File: config.mk
export PLATFORM = sky130hd
export DESIGN_NAME = sdf_1p_2f_split
export DESIGN_NICKNAME = d
export VERILOG_FILES = /design/src/rtl/sdf_pkg.sv /design/src/rtl/sdf_split_slot.sv /design/src/rtl/sdf_1p_2f_split.sv
export SDC_FILE = /design/constraint.sdc
export NUM_CORES = 1
export LEC_CHECK = 0
export CORE_MARGIN = 2
export CORE_UTILIZATION = 40
export DETAILED_ROUTE_END_ITERATION = 8
export PLACE_DENSITY = 0.73
export RECOVER_POWER = 25
export SLEW_MARGIN = 20
export SYNTH_ARGS = -nofsm -noshare
export SYNTH_HDL_FRONTEND = slang
export SYNTH_SLANG_ARGS = --single-unit
File: constraint.sdc
create_clock -name ck -period 1.95 [get_ports ck]
set_input_delay 0.39 -clock ck [delete_from_list [all_inputs] [get_ports ck]]
set_output_delay 0.39 -clock ck [all_outputs]
set_load 0.01 [all_outputs]
File: src/rtl/sdf_pkg.sv
// Shared definitions for the two-flow tagged split consumer:
// flow tags, default token geometry and the payload type.
package sdf_pkg;

   localparam int unsigned DEF_WIDTH   = 8;
   localparam int unsigned DEF_ACC_LEN = 4;

   localparam logic TAG_FLOW0 = 1'b0;
   localparam logic TAG_FLOW1 = 1'b1;

   typedef enum logic {
      FLOW0 = TAG_FLOW0,
      FLOW1 = TAG_FLOW1
   } flow_e;

   typedef logic [DEF_WIDTH-2:0] payload_t;

endpackage

File: src/rtl/sdf_split_slot.sv
// One registered output slot (valid/data/last) feeding a downstream FIFO.
// The slot is free when empty or when it drains this cycle, so a drain and
// a reload in the same cycle give back-to-back writes with no bubble.
module sdf_split_slot #(
   parameter int unsigned PW = 7
) (
   input  logic          ck,
   input  logic          rst,
   input  logic          i_full,
   input  logic          i_load,
   input  logic [PW-1:0] i_payload,
   input  logic          i_last,
   output logic          o_free,
   output logic          o_wr,
   output logic [PW-1:0] o_data,
   output logic          o_last
);

   logic          r_v;
   logic [PW-1:0] r_d;
   logic          r_l;
   logic          w_drain;

   // Write strobe and free indication derived from the held state and full
   always_comb begin
      w_drain = r_v & ~i_full;
      o_wr    = w_drain;
      o_free  = ~r_v | ~i_full;
      o_data  = r_d;
      o_last  = r_l;
   end

   // Slot state: load wins over drain, an undrained slot holds its contents
   always_ff @(posedge ck or negedge rst) begin
      if (!rst) begin
         r_v <= 1'b0;
         r_d <= '0;
         r_l <= 1'b0;
      end else if (i_load) begin
         r_v <= 1'b1;
         r_d <= i_payload;
         r_l <= i_last;
      end else if (w_drain) begin
         r_v <= 1'b0;
      end
   end

endmodule

File: src/rtl/sdf_1p_2f_split.sv
// Two-flow tagged split: pops {tag, payload} tokens from one shared input
// FIFO, strips the tag and routes the payload to flow 0 or flow 1, flagging
// the last token of each ACC_LEN-long group per flow. Strict in-order
// acceptance: a blocked head token stalls both flows.
// Optional build macro SDF_SPLIT_FINAL_ONLY_EN: only group-final tokens are
// forwarded; non-final tokens are popped and dropped while counters advance.
module sdf_1p_2f_split
   import sdf_pkg::*;
#(
   parameter int unsigned WIDTH   = DEF_WIDTH,
   parameter int unsigned ACC_LEN = DEF_ACC_LEN
) (
   input  logic             ck,
   input  logic             rst,
   input  logic [WIDTH-1:0] in_data,
   input  logic             in_empty,
   output logic             in_read,
   input  logic             out0_full,
   output logic             out0_wr,
   output logic [WIDTH-2:0] out0_data,
   output logic             out0_last,
   input  logic             out1_full,
   output logic             out1_wr,
   output logic [WIDTH-2:0] out1_data,
   output logic             out1_last
);

   localparam int unsigned      CNT_W  = (ACC_LEN > 1) ? $clog2(ACC_LEN) : 1;
   localparam logic [CNT_W-1:0] C_LAST = CNT_W'(ACC_LEN - 1);

   logic [CNT_W-1:0] r_c0;
   logic [CNT_W-1:0] r_c1;

   flow_e            w_tag;
   logic [WIDTH-2:0] w_payload;
   logic [CNT_W-1:0] w_c_t;
   logic             w_final_t;
   logic             w_free0;
   logic             w_free1;
   logic             w_free_t;
   logic             w_accept;
   logic             w_load_t;
   logic             w_load0;
   logic             w_load1;

   // Tag decode, per-flow selection and input acceptance
   always_comb begin
      w_tag     = flow_e'(in_data[WIDTH-1]);
      w_payload = in_data[WIDTH-2:0];
      w_free_t  = (w_tag == FLOW1) ? w_free1 : w_free0;
      w_c_t     = (w_tag == FLOW1) ? r_c1 : r_c0;
      w_final_t = (w_c_t == C_LAST);
`ifdef SDF_SPLIT_FINAL_ONLY_EN
      // Non-final tokens never occupy a slot, so they pop regardless of it
      w_accept  = rst & ~in_empty & (~w_final_t | w_free_t);
      w_load_t  = w_accept & w_final_t;
`else
      w_accept  = rst & ~in_empty & w_free_t;
      w_load_t  = w_accept;
`endif
      w_load0   = w_load_t & (w_tag == FLOW0);
      w_load1   = w_load_t & (w_tag == FLOW1);
   end

   assign in_read = w_accept;

   // Per-flow group position, advancing only on accepted tokens
   always_ff @(posedge ck or negedge rst) begin
      if (!rst) begin
         r_c0 <= '0;
         r_c1 <= '0;
      end else if (w_accept) begin
         if (w_tag == FLOW1) begin
            r_c1 <= w_final_t ? '0 : r_c1 + CNT_W'(1);
         end else begin
            r_c0 <= w_final_t ? '0 : r_c0 + CNT_W'(1);
         end
      end
   end

   sdf_split_slot #(
      .PW (WIDTH - 1)
   ) u_slot0 (
      .ck        (ck),
      .rst       (rst),
      .i_full    (out0_full),
      .i_load    (w_load0),
      .i_payload (w_payload),
      .i_last    (w_final_t),
      .o_free    (w_free0),
      .o_wr      (out0_wr),
      .o_data    (out0_data),
      .o_last    (out0_last)
   );

   sdf_split_slot #(
      .PW (WIDTH - 1)
   ) u_slot1 (
      .ck        (ck),
      .rst       (rst),
      .i_full    (out1_full),
      .i_load    (w_load1),
      .i_payload (w_payload),
      .i_last    (w_final_t),
      .o_free    (w_free1),
      .o_wr      (out1_wr),
      .o_data    (out1_data),
      .o_last    (out1_last)
   );

endmodule

==> impl_metrics.py, run 1 <==
metrics = {
    "timing": {
        "rsz0062_at_grt": "true",
        "finalHoldViolations": 0,
        "period_minus_slack_ns": 1.89,
        "fin_ws_ns": 0.0600,
        "report.final.slew_viol_count": 0,
        "final.period_utilization_pct": 96.9,
        "hold_ws_ns": 0.437,
        "fin_skew_ns": 0.00480,
        "setup_violations": 0,
        "tightestPinTransition_ns": 0.229,
        "tns_ns": 0,
        "maxSlewHeadroom_pct": 84.7,
        "timing.fmax_mhz": 529,
    },
    "logic_synthesis": {
        "ys_types": 20,
        "avgSynthCellArea_um2": 15.6,
        "syn-cell-area_um2": 966,
        "syn_nets": 75,
        "ys_ff_latch": 22,
        "seq_area_frac_synth_pct": 57.0,
        "yosys_warnings": 0,
        "syn_inst": 62,
    },
    "placed_design": {
        "place_ws_ns": -0.265,
        "gp_congestion": 0.680,
        "dp_hpwl_um": 1260,
        "port_buffers": 31,
    },
    "global_route": {
        "grtUsageMet2_pct": 20.4,
        "grt_pass1_wl_um": 2770,
        "antenna_found_initial": 0,
        "grt_usage_pct": 13.7,
        "met1_usage_pct": 19.2,
        "grt_use_met3_pct": 1.69,
        "grt_busiest_layer": "met2",
        "grt_pass1_vias": 624,
        "grt-ovfl-total": 0,
        "grt_max_degree": 25,
    },
    "setup_path": {
        "cp-start-kind": "input port",
        "crit_arrival_ns": 1.50,
        "worst-path-max-fanout": 2,
        "critPathKind": "input port to primary output",
        "end_kind": "primary output",
        "slowest_delay_ns": 0.41,
        "critPathRequiredTime_ns": 1.56,
        "critical_path.cell_chain": "clkdlybuf4s50_1 -> nand2b_1 -> a311oi_1 -> clkdlybuf4s15_1",
        "crit_slowest_cell": "clkdlybuf4s50_1",
        "critPathTopFamily": "buffers and inverters",
        "crit_buf_inv": 2,
    },
    "finish": {
        "layout_commonest_cell": "clkdlybuf4s50_1",
        "drive_gt1_share_pct": 31.1,
        "layout_common_cells": "clkdlybuf4s50_1, dfrtp_1, mux2_4",
        "antenna_cells": 0,
        "fillers": 190,
        "area_growth_pct": 45.3,
        "final_util_pct": 62.3,
        "nets": 117,
    },
    "floorplan": {
        "core_region_area_um2": 2250,
        "ios": 32,
        "die_h_um": 53.1,
        "fp-row-count": 17,
        "initial_core_util_pct": 42.8,
        "die_w_um": 53.1,
        "die_area_um2": 2820,
    },
    "power_and_ir_drop": {
        "vdd_drop_max_mv": 0.500,
        "power_switching_mw": 0.353,
        "power_mw": 1.36,
        "power_density_nw_per_um2": 967,
        "p_leak_nw": 0.651,
        "p_int_mw": 1.00,
        "power_frac_seq_pct": 48.2,
        "pwr-share-clk_pct": 17.9,
        "p_comb_share_pct": 33.9,
        "switching_share_pct": 26.0,
    },
    "cts": {
        "cts-root-buf": "clkbuf_4",
        "clockBufferDepth": 2,
        "cts.sinks": 22,
        "cts_max_level": 1,
        "cts_setup_buffers": 0,
        "numCtsBuffers": 3,
        "cts_hold_buffers": 0,
        "clkLatencyLatePin_ns": 0.29,
        "tritoncts": "done",
        "clk_pin_slew_worst_paths_ns": 0.12,
    },
    "outcome": {
        "status": "finished clean",
    },
    "hold_path": {
        "min_path_type": "input port to asynchronous set/reset pin",
    },
    "routing": {
        "drc": 0,
        "first_pass_iters": 4,
        "vias": 625,
        "ant_nets": 0,
        "via_per_inst": 4.77,
        "wl_per_cell_um": 12.9,
        "routed_wl_um": 1690,
        "drt_iter0_markers": 3,
    },
    "run": {
        "timing.max_cap.violations": 0,
    },
}
[stage by stage]
step                      area (um^2)  cells
final                            1400    131
after global routing             1400    131
after CTS                        1400    131
after detailed placement         1370    127
after global placement           1370    127
after floorplan                   966     62
[worst reg2reg max path, cell delays in order, from the launching register on]
cell	delay (ns)
dfrtp_1	0.40
nand2_1	0.11
and3_1	0.21
buf_12	0.15
mux2_4	0.30
[layer usage]
layer  share of wire, %  vias to the layer above
li1                   -                      303
met1                 46                      308
met2                 50                       12
met3                2.4                        2
met4                1.6                        0
met5                  0                        -
[cell type report]
cell class | instances | area [um^2] | area share, %
repair buffers | 38 | 378 | 26.9
clock buffers | 4 | 36.3 | 2.58
well taps | 28 | 35.0 | 2.50
flip-flops and latches | 22 | 551 | 39.2
multi-input cells | 39 | 404 | 28.8
[cells in the mapped netlist]
library cell   n  area, um^2
a311oi_1       1        8.76
buf_6          1        11.3
nor3b_4        1        18.8
o21ai_0        1        5.00
a21o_1         1        7.51
nand4_1        1        6.26
dfrtp_1       22         551
nor2_1         2        7.51
and3_1         1        6.26
xor2_1         1        8.76
mux2_4        16         240
nor2b_1        2        12.5
nand3_1        1        5.00
nor2b_2        1        8.76
mux2_2         1        11.3
nand2b_1       1        6.26
and3_2         1        7.51
nand2_4        1        11.3
xnor2_1        2        17.5
nand2_1        4        15.0
[path summary, 6_finish.rpt]
kind | from | end | slack (ns) | depth (start not counted)
min | rst | u_slot1.o_data[1] | 0.44 | 2
max in group asynchronous | rst | u_slot0.r_v | 1.33 | 2
max | in_empty | in_read | 0.06 | 4
max reg2reg | u_slot1.r_v | u_slot1.o_data[2] | 0.68 | 4
min reg2reg | r_c1[1] | r_c1[1] | 0.48 | 1
min in group ck | r_c1[1] | r_c1[1] | 0.48 | 1
[timing repair]
item,4_1_cts,5_1_grt
endpoints found under the setup margin,2,8
gates resized for setup,2,2
hold endpoints to repair,0,0
[power by group through the flow]
stage	Combinational [mW]	Clock, mW	Sequential (mW)
3_3_place_gp	0.455	0	0.664
3_5_place_dp	0.466	0	0.662
2_1_floorplan	0.194	0	0.689
6_report	0.460	0.243	0.655
5_1_grt	0.494	0.266	0.669
4_1_cts	0.467	0.250	0.655
[sequential cells by signal, summed over array words and instances, names as in the netlist]
signal	cells
r_c0	2
r_c1	2
u_slot0.o_data	7
u_slot0.o_last	1
u_slot0.r_v	1
u_slot1.o_data	7
u_slot1.o_last	1
u_slot1.r_v	1
[kinds of logic (layout without fill, tap and decap cells)]
logic type,count (synthesis),in the layout,share of synthesized area [%]
compound gates,3,3,2.20
simple gates,16,16,10.9
buf+inv,1,42,1.17
mux,17,17,26.0
xor+xnor,3,3,2.72
flops,22,22,57.0
(Power assumes the default switching activity.)
==> inputs of run 2 (changes only) <==
--- a/config.mk
+++ b/config.mk
@@ -8,8 +8,10 @@
 export CORE_MARGIN = 2
 export CORE_UTILIZATION = 40
 export DETAILED_ROUTE_END_ITERATION = 8
+export MAX_ROUTING_LAYER = met4
 export PLACE_DENSITY = 0.73
 export RECOVER_POWER = 25
+export SETUP_SLACK_MARGIN = 0.02
 export SLEW_MARGIN = 20
 export SYNTH_ARGS = -nofsm -noshare
 export SYNTH_HDL_FRONTEND = slang
==> run 2 against run 1 <==
Effect of this change:
- first-iteration DRC count unchanged
- die area unchanged
- largest power group unchanged
- wire length unchanged
- worst hold slack about the same
- highest routed layer unchanged
==> impl_metrics.py, run 2 (synthesis gave the netlist of run 1 again) <==
metrics = {
    "routing": {
        "via_per_inst": 4.77,
        "routed_wl_um": 1690,
        "drc": 0,
        "ant_nets": 0,
        "first_pass_iters": 4,
        "wl_per_cell_um": 12.9,
        "vias": 625,
        "drt_iter0_markers": 3,
    },
    "timing": {
        "finalHoldViolations": 0,
        "maxSlewHeadroom_pct": 84.7,
        "rsz0062_at_grt": "true",
        "final.period_utilization_pct": 96.9,
        "fin_skew_ns": 0.00480,
        "setup_violations": 0,
        "tightestPinTransition_ns": 0.229,
        "fin_ws_ns": 0.0600,
        "period_minus_slack_ns": 1.89,
        "report.final.slew_viol_count": 0,
        "tns_ns": 0,
        "timing.fmax_mhz": 529,
    },
    "run": {
        "timing.max_cap.violations": 0,
    },
    "setup_path": {
        "reg2reg_depth": 4,
        "crit_arrival_ns": 1.50,
        "critical_path.cell_chain": "clkdlybuf4s50_1 -> nand2b_1 -> a311oi_1 -> clkdlybuf4s15_1",
        "crit_slowest_cell": "clkdlybuf4s50_1",
        "r2r-end": "u_slot1.o_data[2]",
        "end_kind": "primary output",
        "worst-path-max-fanout": 2,
        "critPathKind": "input port to primary output",
        "timing.rr.start": "u_slot1.r_v",
        "cp-start-kind": "input port",
        "critPathRequiredTime_ns": 1.56,
        "slowest_delay_ns": 0.41,
        "reg2reg_slack_ns": 0.68,
    },
    "power_and_ir_drop": {
        "vdd_drop_max_mv": 0.500,
        "power_mw": 1.36,
        "p_comb_share_pct": 33.9,
        "power_density_nw_per_um2": 967,
        "p_leak_nw": 0.651,
        "p_int_mw": 1.00,
        "power_switching_mw": 0.353,
        "pwr-share-clk_pct": 17.9,
        "power_frac_seq_pct": 48.2,
        "switching_share_pct": 26.0,
    },
    "finish": {
        "final_area_um2": 1400,
        "antenna_cells": 0,
        "area_growth_pct": 45.3,
        "layout_commonest_cell": "clkdlybuf4s50_1",
        "layout_common_cells": "clkdlybuf4s50_1, dfrtp_1, mux2_4",
        "drive_gt1_share_pct": 31.1,
        "final_util_pct": 62.3,
        "nets": 117,
    },
    "floorplan": {
        "core_region_area_um2": 2250,
        "die_h_um": 53.1,
        "die_w_um": 53.1,
        "ios": 32,
        "initial_core_util_pct": 42.8,
        "fp-row-count": 17,
        "die_area_um2": 2820,
    },
    "cts": {
        "clkLatencyLatePin_ns": 0.29,
        "numCtsBuffers": 3,
        "clk_pin_slew_worst_paths_ns": 0.12,
        "cts.sinks": 22,
        "cts_setup_buffers": 0,
        "clockBufferDepth": 2,
        "tritoncts": "done",
        "cts-root-buf": "clkbuf_4",
        "cts_max_level": 1,
    },
    "global_route": {
        "grt_pass1_wl_um": 2770,
        "grt_max_degree": 25,
        "antenna_found_initial": 0,
        "grt_pass1_vias": 625,
        "grt-ovfl-total": 0,
        "grt_usage_pct": 14.1,
    },
    "placed_design": {
        "dp_hpwl_um": 1260,
        "place_ws_ns": -0.265,
        "gp_congestion": 0.687,
        "port_buffers": 31,
        "place_area_um2": 1370,
    },
    "outcome": {
        "status": "finished clean",
    },
    "hold_path": {
        "min_path_type": "input port to asynchronous set/reset pin",
    },
}
run 2: layer usage:
metal | GRT usage, % | vias to the layer above | share of wire (%)
met1 | 19.2 | 308 | 46
met2 | 20.4 | 12 | 50
met4 | 7.69 | 0 | 1.6
li1 | - | 303 | -
met3 | 1.69 | 2 | 2.4
met5 | - | - | 0
run 2: area by class of cell:
class                           count  area (um^2)
Multi-Input combinational cell     39          404
Timing Repair Buffer               38          378
Fill cell                         190          851
Tap cell                           28         35.0
Clock buffer                        4         36.3
Sequential cell                    22          551
run 2: metrics by stage:
step           cells  hold slack [ns]
6_report         131            0.437
5_1_grt          131            0.474
4_1_cts          131            0.469
3_5_place_dp     127            0.463
3_3_place_gp     127            0.461
2_1_floorplan     62           0.0944
run 2: timing repair:
| action | in CTS | in global routing |
|---|---|---|
| gates resized for setup | 2 | 2 |
| hold buffers | 0 | 0 |
| endpoints found under the setup margin | 2 | 9 |
run 2: critical path, delay by kind of cell:
| family | cells | cell delay [ns] |
|---|---|---|
| and+or+nand+nor | 1 | 0.16 |
| buffers and inverters | 2 | 0.68 |
| AOI/OAI and AO/OA | 1 | 0.26 |
run 2: worst max path at each step:
stage	start	to	slack [ns]	cells after the start
2_1_floorplan	out0_full	in_read	0.65	3
3_3_place_gp	in_empty	in_read	-0.22	4
3_5_place_dp	in_empty	in_read	-0.27	4
4_1_cts	in_empty	in_read	0.03	4
5_1_grt	rst	in_read	-0.001	4
6_report	in_empty	in_read	0.06	4
run 2: power by group through the flow:
stage                     Sequential [mW]  Clock, mW  Combinational, mW
after floorplan                     0.689          0              0.194
after global placement              0.664          0              0.455
after detailed placement            0.662          0              0.466
after CTS                           0.655      0.250              0.467
after global routing                0.669      0.266              0.494
final                               0.655      0.243              0.460
==> inputs of run 3 (changes only) <==
--- a/config.mk
+++ b/config.mk
@@ -8,8 +8,9 @@
 export CORE_MARGIN = 2
 export CORE_UTILIZATION = 40
 export DETAILED_ROUTE_END_ITERATION = 8
+export DONT_BUFFER_PORTS = 1
 export MAX_ROUTING_LAYER = met4
-export PLACE_DENSITY = 0.73
+export PLACE_DENSITY = 0.56
 export RECOVER_POWER = 25
 export SETUP_SLACK_MARGIN = 0.02
 export SLEW_MARGIN = 20
==> run 3 against run 2 <==
Effect of this change:
- global-route usage is 0.26 points lower
- combinational power decreased by 53%
- register-to-register slack worse by 0.03 ns
- clock skew is essentially flat
- sequential share of layout area up 13 points
- sequential power increased by 7.3%
- maximum frequency increased by 13%
- critical endpoint unchanged
==> impl_metrics.py, run 3 (synthesis gave the netlist of run 1 again) <==
metrics = {
    "finish": {
        "area_growth_pct": 9.07,
        "layout_commonest_cell": "dfrtp_1",
        "drive_gt1_share_pct": 38.8,
        "nets": 81,
        "layout_common_cells": "dfrtp_1, mux2_4, nand2_1",
        "final_area_um2": 1050,
        "antenna_cells": 0,
    },
    "timing": {
        "tns_ns": 0,
        "period_minus_slack_ns": 1.67,
        "report.final.slew_viol_count": 0,
        "fin_skew_ns": 0.00497,
        "rsz0062_at_grt": "false",
        "timing.fmax_mhz": 599,
        "finalHoldViolations": 0,
        "tightestPinTransition_ns": 1.15,
        "final.period_utilization_pct": 85.5,
        "maxSlewHeadroom_pct": 23.4,
        "setup_violations": 0,
    },
    "global_route": {
        "grt_usage_pct": 13.8,
        "grt_pass1_vias": 569,
        "grt_pass1_wl_um": 2530,
        "grt-ovfl-total": 0,
        "antenna_found_initial": 0,
        "grt_max_degree": 23,
    },
    "setup_path": {
        "crit_arrival_ns": 1.28,
        "end_kind": "primary output",
        "critPathKind": "flop to primary output",
        "critPathRequiredTime_ns": 1.56,
        "worst-path-max-fanout": 4,
        "cp-start-kind": "flop",
        "reg2reg_slack_ns": 0.65,
    },
    "placed_design": {
        "port_buffers": 0,
        "gp_congestion": 0.687,
        "place_area_um2": 997,
        "dp_hpwl_um": 1070,
    },
    "floorplan": {
        "ios": 32,
        "fp-row-count": 17,
        "initial_core_util_pct": 42.8,
        "core_region_area_um2": 2250,
        "die_h_um": 53.1,
        "die_w_um": 53.1,
        "die_area_um2": 2820,
    },
    "power_and_ir_drop": {
        "p_leak_nw": 0.502,
        "vdd_drop_max_mv": 0.432,
        "power_density_nw_per_um2": 1200,
        "power_mw": 1.27,
    },
    "routing": {
        "first_pass_iters": 2,
        "ant_nets": 0,
        "routed_wl_um": 1550,
        "via_per_inst": 5.23,
        "wl_met1_um": 685,
        "route.met3.wl_um": 152,
        "wl_per_cell_um": 16.3,
        "top_layer": "met4",
        "met2_wirelength_um": 702,
        "vias": 497,
        "drt_iter0_markers": 2,
        "drc": 0,
    },
    "cts": {
        "clk_pin_slew_worst_paths_ns": 0.12,
        "cts.sinks": 22,
        "numCtsBuffers": 3,
        "cts_resized": 0,
        "clockBufferDepth": 2,
        "clkLatencyLatePin_ns": 0.31,
        "cts-root-buf": "clkbuf_4",
        "cts_max_level": 1,
        "tritoncts": "done",
    },
    "run": {
        "timing.max_cap.violations": 0,
    },
    "outcome": {
        "status": "finished clean",
    },
    "hold_path": {
        "min_path_type": "input port to flop",
    },
}
## run 3: cell types whose count changed in the layout (fill, tap and decap cells not counted), sizes merged
cell,previous run,this run
buf,7,1
clkdlybuf4s50,29,0
clkdlybuf4s15,1,0
bufinv,0,1
dlygate4sd2,1,0
## run 3: path summary, 6_finish.rpt
kind	from	to	cells past startpoint
worst max-delay path	u_slot0.r_v	in_read	3
worst min-delay path	in_data[7]	u_slot0.r_v	1
worst max register to register	u_slot1.r_v	u_slot1.o_data[4]	4
worst min register to register	r_c1[1]	r_c1[1]	1
max in group asynchronous	rst	r_c1[0]	1
min in group asynchronous	rst	u_slot0.o_last	1
## run 3: layout make-up
type	instances	area, um^2
well taps	28	35.0
fillers	226	1200
flip-flops and latches	22	551
multi-input cells	39	404
clock inverters	1	30.0
clock buffers	3	22.5
repair buffers	2	11.3
## run 3: metrics by stage
stage                     worst slack [ns]  cells  hold WS [ns]  util [%]
after floorplan                      0.650     62        0.0944         -
after global placement               0.598     90        0.0949      44.2
after detailed placement             0.585     90        0.0949      44.2
after CTS                            0.248     95         0.166      47.0
after global routing                 0.159     95         0.169      46.7
final                                0.282     95         0.175      46.7
## run 3: repair_timing
item | 4_1_cts | 5_1_grt
hold buffers | 1 | 0
endpoints found under the hold margin | 22 | 0
setup buffers | 0 | 0
## run 3: routing by layer
metal	GRT usage (%)	up-vias
met5	-	-
met3	6.78	2
li1	-	229
met1	14.3	240
met4	7.69	0
met2	21.5	26
## run 3: worst max-delay path: stages (launching register included)
cell,delay (ns)
dfrtp_1,0.39
nand2_1,0.16
nor2_1,0.06
a311oi_1,0.37
## run 3: power by group
| part | internal (mW) | switching (mW) |
|---|---|---|
| clock | 0.208 | 0.141 |
| sequential | 0.577 | 0.126 |
| combinational | 0.154 | 0.0631 |
